### src/rtl/sat_sub_pipe_pkg.sv
// rtl/sat_sub_pipe_pkg.sv - shared ALU constants and stage-1 payload type for sat_sub_pipe
package sat_sub_pipe_pkg;

   localparam logic [15:0] SAT_POS = 16'h7FFF;
   localparam logic [15:0] SAT_NEG = 16'h8000;

   // Flag bit positions, common to the saturating adder and the flag register
   localparam int FLAG_N = 0;
   localparam int FLAG_Z = 1;
   localparam int FLAG_V = 2;
   localparam int NFLAGS = 3;

   typedef logic [NFLAGS-1:0] flags_t;

   typedef struct packed {
      logic [7:0] lo;
      logic       c8;
      logic [7:0] a_hi;
      logic [7:0] nb_hi;
   } s1_t;

endpackage

### src/rtl/sat_sub_pipe_cla4.sv
// rtl/sat_sub_pipe_cla4.sv - 4-bit carry-lookahead adder slice
module cla_4bit (
   input  logic [3:0] a_i,
   input  logic [3:0] b_i,
   input  logic       c_i,
   output logic [3:0] s_o,
   output logic       c_o
);

   logic [3:0] g;
   logic [3:0] p;
   logic [4:0] c;

   assign g = a_i & b_i;
   assign p = a_i ^ b_i;

   assign c[0] = c_i;
   assign c[1] = g[0] | (p[0] & c_i);
   assign c[2] = g[1] | (p[1] & g[0]) | (p[1] & p[0] & c_i);
   assign c[3] = g[2] | (p[2] & g[1]) | (p[2] & p[1] & g[0]) | (p[2] & p[1] & p[0] & c_i);
   assign c[4] = g[3] | (p[3] & g[2]) | (p[3] & p[2] & g[1]) | (p[3] & p[2] & p[1] & g[0])
               | (p[3] & p[2] & p[1] & p[0] & c_i);

   assign s_o = p ^ c[3:0];
   assign c_o = c[4];

endmodule

### src/rtl/sat_sub_pipe_sub8.sv
// rtl/sat_sub_pipe_sub8.sv - 8-bit a + nb + cin from two CLA slices with ripple carry between them
module sub_8bit (
   input  logic [7:0] a_i,
   input  logic [7:0] nb_i,
   input  logic       c_i,
   output logic [7:0] s_o,
   output logic       c_o
);

   logic c4;

   cla_4bit u_cla_lo (
      .a_i (a_i[3:0]),
      .b_i (nb_i[3:0]),
      .c_i (c_i),
      .s_o (s_o[3:0]),
      .c_o (c4)
   );

   cla_4bit u_cla_hi (
      .a_i (a_i[7:4]),
      .b_i (nb_i[7:4]),
      .c_i (c4),
      .s_o (s_o[7:4]),
      .c_o (c_o)
   );

endmodule

### src/rtl/sat_sub_pipe.sv
// rtl/sat_sub_pipe.sv - two-stage pipelined 16-bit saturating subtractor with N/Z/V flags
module sat_sub_pipe
   import sat_sub_pipe_pkg::*;
(
   input  logic        clk,
   input  logic        rst_n,
   input  logic        in_valid,
   output logic        in_ready,
   input  logic [15:0] a,
   input  logic [15:0] b,
   output logic        out_valid,
   input  logic        out_ready,
   output logic [15:0] diff,
   output logic        ovfl,
   output logic        neg,
   output logic        zero
);

   logic        s1_valid_q, s1_valid_d;
   s1_t         s1_q, s1_d;
   logic        s2_valid_q, s2_valid_d;
   logic [15:0] diff_q, diff_d;
   flags_t      flags_q, flags_d;

   logic        advance;
   logic [7:0]  lo_sum;
   logic        lo_c8;
   logic [7:0]  hi_sum;
   logic        c16_unused;
   logic [15:0] raw;
   logic        a15, b15, ovfl_raw;
   logic [15:0] sat;

   assign advance  = !s2_valid_q | out_ready;
   assign in_ready = !s1_valid_q | !s2_valid_q | out_ready;

   sub_8bit u_sub_lo (
      .a_i  (a[7:0]),
      .nb_i (~b[7:0]),
      .c_i  (1'b1),
      .s_o  (lo_sum),
      .c_o  (lo_c8)
   );

   always_comb begin
      s1_d       = s1_q;
      s1_valid_d = s1_valid_q;
      if (in_ready) begin
         s1_valid_d = in_valid;
         if (in_valid) begin
            s1_d.lo    = lo_sum;
            s1_d.c8    = lo_c8;
            s1_d.a_hi  = a[15:8];
            s1_d.nb_hi = ~b[15:8];
         end
      end
   end

   sub_8bit u_sub_hi (
      .a_i  (s1_q.a_hi),
      .nb_i (s1_q.nb_hi),
      .c_i  (s1_q.c8),
      .s_o  (hi_sum),
      .c_o  (c16_unused)
   );

   // b's sign is recovered from the stored inverted high byte
   assign raw      = {hi_sum, s1_q.lo};
   assign a15      = s1_q.a_hi[7];
   assign b15      = ~s1_q.nb_hi[7];
   assign ovfl_raw = (a15 != b15) & (raw[15] != a15);
   assign sat      = ovfl_raw ? (a15 ? SAT_NEG : SAT_POS) : raw;

   always_comb begin
      s2_valid_d = s2_valid_q;
      diff_d     = diff_q;
      flags_d    = flags_q;
      if (advance) begin
         s2_valid_d = s1_valid_q;
         if (s1_valid_q) begin
            diff_d          = sat;
            flags_d[FLAG_V] = ovfl_raw;
            flags_d[FLAG_N] = sat[15];
            flags_d[FLAG_Z] = (sat == 16'h0000);
         end
      end
   end

   always_ff @(posedge clk or negedge rst_n) begin
      if (!rst_n) begin
         s1_valid_q <= 1'b0;
         s1_q       <= '0;
         s2_valid_q <= 1'b0;
         diff_q     <= '0;
         flags_q    <= '0;
      end else begin
         s1_valid_q <= s1_valid_d;
         s1_q       <= s1_d;
         s2_valid_q <= s2_valid_d;
         diff_q     <= diff_d;
         flags_q    <= flags_d;
      end
   end

   assign out_valid = s2_valid_q;
   assign diff      = diff_q;
   assign ovfl      = flags_q[FLAG_V];
   assign neg       = flags_q[FLAG_N];
   assign zero      = flags_q[FLAG_Z];

endmodule
### config.mk
export PLATFORM = sky130hd
export DESIGN_NAME = sat_sub_pipe
export DESIGN_NICKNAME = d
export VERILOG_FILES = /design/src/rtl/sat_sub_pipe_pkg.sv /design/src/rtl/sat_sub_pipe_cla4.sv /design/src/rtl/sat_sub_pipe_sub8.sv /design/src/rtl/sat_sub_pipe.sv
export SDC_FILE = /design/constraint.sdc
export NUM_CORES = 1
export LEC_CHECK = 0
export BUFFER_PORTS_ARGS = -buffer_cell sky130_fd_sc_hd__buf_2
export CAP_MARGIN = 40
export CORE_ASPECT_RATIO = 1.5
export CORE_MARGIN = 2
export CORE_UTILIZATION = 25
export CTS_BUF_LIST = sky130_fd_sc_hd__clkbuf_16
export CTS_CLUSTER_SIZE = 40
export DETAILED_ROUTE_END_ITERATION = 16
export PLACE_DENSITY_LB_ADDON = 0.05
export SLEW_MARGIN = 20
export SYNTH_ARGS = -nofsm -noshare
export SYNTH_HDL_FRONTEND = slang
export SYNTH_SLANG_ARGS = --single-unit
### constraint.sdc
create_clock -name clk -period 5.24 [get_ports clk]
set_input_delay 1.572 -clock clk [delete_from_list [all_inputs] [get_ports clk]]
set_output_delay 1.572 -clock clk [all_outputs]
set_load 0.02 [all_outputs]
* After elaboration in Yosys (flattened, before gate mapping) *
Index checks and enable logic that the tools add are counted.

word-level totals
  input port bits = 36
  output and inout port bits = 21
  word-level logic and storage cells = 125
  register bits after elaboration = 46

cells by class
  reduce and logical (&&, ||, !) cells = 5
  equal/unequal tests = 2
  muxes and demuxes = 2
  bitwise logic cells = 108

operators by type and width
  kind                 number
  bitwise AND 1 bit    54
  bitwise OR 1 bit     39
  two-way mux 16 bit   2
  XOR 4 bit            8
  zero test 16 bit     1
  NOT 8 bit            2
  bitwise AND 4 bit    3
  AND reduction 2 bit  2
  bitwise AND 3 bit    1
  zero test 1 bit      2
  != test 1 bit        2
  NOT 1 bit            1

* Depth between registers and ports, before layout *
  word-level depth = 13
  depth in mapped cells = 12
  gate-level depth less buffers = 12

* By module *
A second synthesis with hierarchy kept.

unflattened totals
  cells, all modules = 246
  area, all modules = 2538.7 um^2

modules (own cells, without submodules)
  module                             instances  seq. area each (um^2)  cells an instance  area an instance (um^2)
  sat_sub_pipe                       1          1126.1                 186                1978.1
  cla_4bit at u_sub_hi.u_cla_hi ...  2          0.0                    17                 147.6
  cla_4bit at u_sub_lo.u_cla_hi ...  2          0.0                    13                 132.6

* Worst setup path before layout *
No wires, ideal clock.

  path kind = in2out
  start point = input port out_ready
  end point = output port in_ready
  required time = 3.668 ns
  buffers on the path = 0
  setup slack = 1.797 ns
  arrival = 1.871 ns
  stages on the path = 1
  cell sequence = nand3b_1

on the way
  word-level cells in the longest chain between the ends = 1

RTL lines
  element           line                text
  from (decl)       sat_sub_pipe.sv:12  input logic out_ready,
  bitwise OR 1 bit  sat_sub_pipe.sv:35  assign in_ready = !s1_valid_q | !s2_valid_q | out_ready;
  to (decl)         sat_sub_pipe.sv:8   output logic in_ready,

Every way passes these cells.

* Worst setup path after layout *
Same ends and word-level chain as after synthesis.

==> flow_summary.yaml <==
pwr:
  swShare_pct: 37.5
  clkPwrFrac_pct: 24.0
  p_per_area_nw_per_um2: 426
  finalPower_mw: 1.27
  pwr-share-comb_pct: 37.0
  p_seq_share_pct: 39.0
  p_int_mw: 0.792
  ir_drop_v: 0.000143
  switchingPower_mw: 0.476
  leakage_nw: 1.44
cts:
  clk_pin_slew_ns: 0.06
  cts_buffer_depth: 2
  cts_tree: "built"
  cts-root-buf: "clkbuf_16"
  post_cts_buffers: 0
  cts_buffers: 5
  clk_latency_ns: 0.29
  cts_htree_levels: 2
  cts_hold_repair.buffers: 0
  cts_resized: 0
  clock-sinks: 45
sta:
  finalHoldViolCount: 0
  skew_ns: 0.00464
  post-route-min-period_ns: 3.64
  setup_tns_ns: 0
  worstMarginPinSlew_ns: 0.663
  fmax_ghz: 0.275
  setup_viol_count_final: 0
  hold-worst-slack_ns: 0.471
  slew_viol_final: 0
  max-slew-margin-rel_pct: 55.8
  rsz0062_at_grt: "false"
  fin_crit_sh_pct: 69.4
worst_setup_path:
  critPathKind: "in2out"
  critPathRequiredTime_ns: 3.67
  startpoint_type: "input port"
  r2r_cells: 12
  arrival_ns: 2.07
  regToRegSetupSlack_ns: 1.98
  end_kind: "output port"
  crit_fanout: 4
grt:
  gr-usage-all-layers_pct: 11.4
  grt_pass1_vias: 2002
  grt_max_degree: 42
  grt_pass1_wl_um: 9470
  antenna_found_initial: 0
  overflow: 0
run:
  max-cap-violations: 0
floorplan:
  chipWidth_um: 84.3
  die_y_um: 124
  ios: 57
  floorplan.rows: 44
  start_util_pct: 25.4
  placeableCoreArea_um2: 9520
  die_area_um2: 10500
yosys:
  syn-instance-count: 247
  ys_seq_area_share_pct: 46.6
  synth_cell_types: 39
  syn-num-nets: 303
  syn_avg_cell_area_um2: 9.78
  ys_seq_elements: 45
  ys_warn_count: 0
  synth_area_um2: 2420
route:
  postRouteAntennaNets: 0
  viasPerCell: 4.46
  drt_first_iter_violations: 31
  drc_errors: 0
  vias: 1877
  wl_per_cell_um: 13.2
  dr.pass1.iters: 4
  drt_wl_total_um: 5570
min_path:
  min_path_cells: 2
  hp-class: "reg2reg"
final_layout:
  design.final.nets: 361
  antenna_cells: 0
  area_growth_pct: 23.2
  most-common-layout-cells: "56 x buf_2, 45 x dfrtp_1, 40 x nand2_1"
  multiInputGateArea_um2: 1200
  drive_gt1_share_pct: 22.5
  final_cells: 421
  final-seq-area_um2: 1130
  n_fill_cell: 1044
  final_common_cell: "buf_2"
placement:
  port_buffers: 56
  post-dp-hpwl_um: 4470
  gp_congestion: 0.679
  placed_cells: 413
status:
  status: "finished, final reports clean"
==> state kept, by name (all words and copies together), names as in the netlist <==
signal and flops:
a15 1, diff 15, flags_q 3, out_valid 1, raw 8, s1_q 16
s1_valid_q 1
==> cell families after synthesis <==
logic type / after synthesis / synth area share [%]
buf+inv: 24 / 3.88
flops: 45 / 46.6
simple gates: 78 / 14.9
fa+ha+maj: 20 / 11.6
xor+xnor: 8 / 2.90
mux: 9 / 4.19
compound gates: 63 / 16.0
==> worst max-delay path, stage by stage <==
cell and delay (ns):
buf_2 0.10, nand3b_1 0.20, buf_2 0.19
==> cell usage after synthesis, drive strengths merged <==
master    n  area [um^2]
nor3      2         10.0
a21o      3         22.5
nor4      1         21.3
o211ai    1         7.51
clkbuf    4         15.0
nand3b    1         7.51
xor2      5         43.8
o21bai    2         15.0
o31a      1         8.76
nand2b    5         31.3
a211oi    1         7.51
or3       1         6.26
o21a      6         45.0
nor2     16         60.1
o2111ai   1         8.76
a41oi     1         8.76
o22ai     2         12.5
ha       16          200
buf       3         15.0
nand2    40          150
mux2      9          101
or3b      1         8.76
a32oi     1         8.76
a21oi    16         80.1
o31ai     6         50.1
xnor2     3         26.3
nor2b     3         18.8
fa        4         80.1
dfrtp    45         1130
nand4     3         18.8
inv      17         63.8
and2      1         6.26
o21ai    22          110
nand3     4         20.0
==> metrics by stage <==
step	setup WS, ns	cell area (um^2)	utilization [%]
floorplan	1.80	2420	-
global placement	1.61	2820	29.6
detailed placement	1.60	2840	29.8
CTS	1.59	2980	31.3
global route	1.53	2980	31.3
finish	1.60	2980	31.3
==> final timing paths <==
| path | start | end |
|---|---|---|
| setup / recovery | out_ready | in_ready |
| hold / removal | diff[8]$_DFFE_PN0P_ | diff[8]$_DFFE_PN0P_ |
| setup reg to reg | s1_q[0]$_DFFE_PN0P_ | flags_q[1]$_DFFE_PN0P_ |
| hold reg to reg | diff[8]$_DFFE_PN0P_ | diff[8]$_DFFE_PN0P_ |
| max in group asynchronous | rst_n | raw[6]$_DFFE_PN0P_ |
| min in group asynchronous | rst_n | diff[10]$_DFFE_PN0P_ |
==> power by group through the flow <==
stage               Combinational (mW)  Sequential, mW  Clock (mW)
global placement                 0.475           0.505           0
detailed placement               0.480           0.506           0
floorplan                        0.261           0.562           0
CTS                              0.482           0.500       0.321
global route                     0.529           0.512       0.330
finish                           0.469           0.495       0.304
==> layout make-up <==
cell class	count	area share (%)
multi-input cells	178	40.2
flip-flops and latches	45	37.8
repair buffers	58	10.3
well taps	115	4.83
clock buffers	5	4.20
inverters	17	2.14
clock inverters	3	0.462
==> metal layers <==
| layer | part of all wire, % | wire [um] | global-route usage (%) |
|---|---|---|---|
| met1 | 43 | 2410 | 13.2 |
| met2 | 50 | 2810 | 19.5 |
| met3 | 3.8 | 212 | 2.52 |
| met4 | 2.5 | 137 | 5.41 |
| met5 | 0 | 0 | 0 |
No activity file was read; power rests on OpenSTA's default activity.
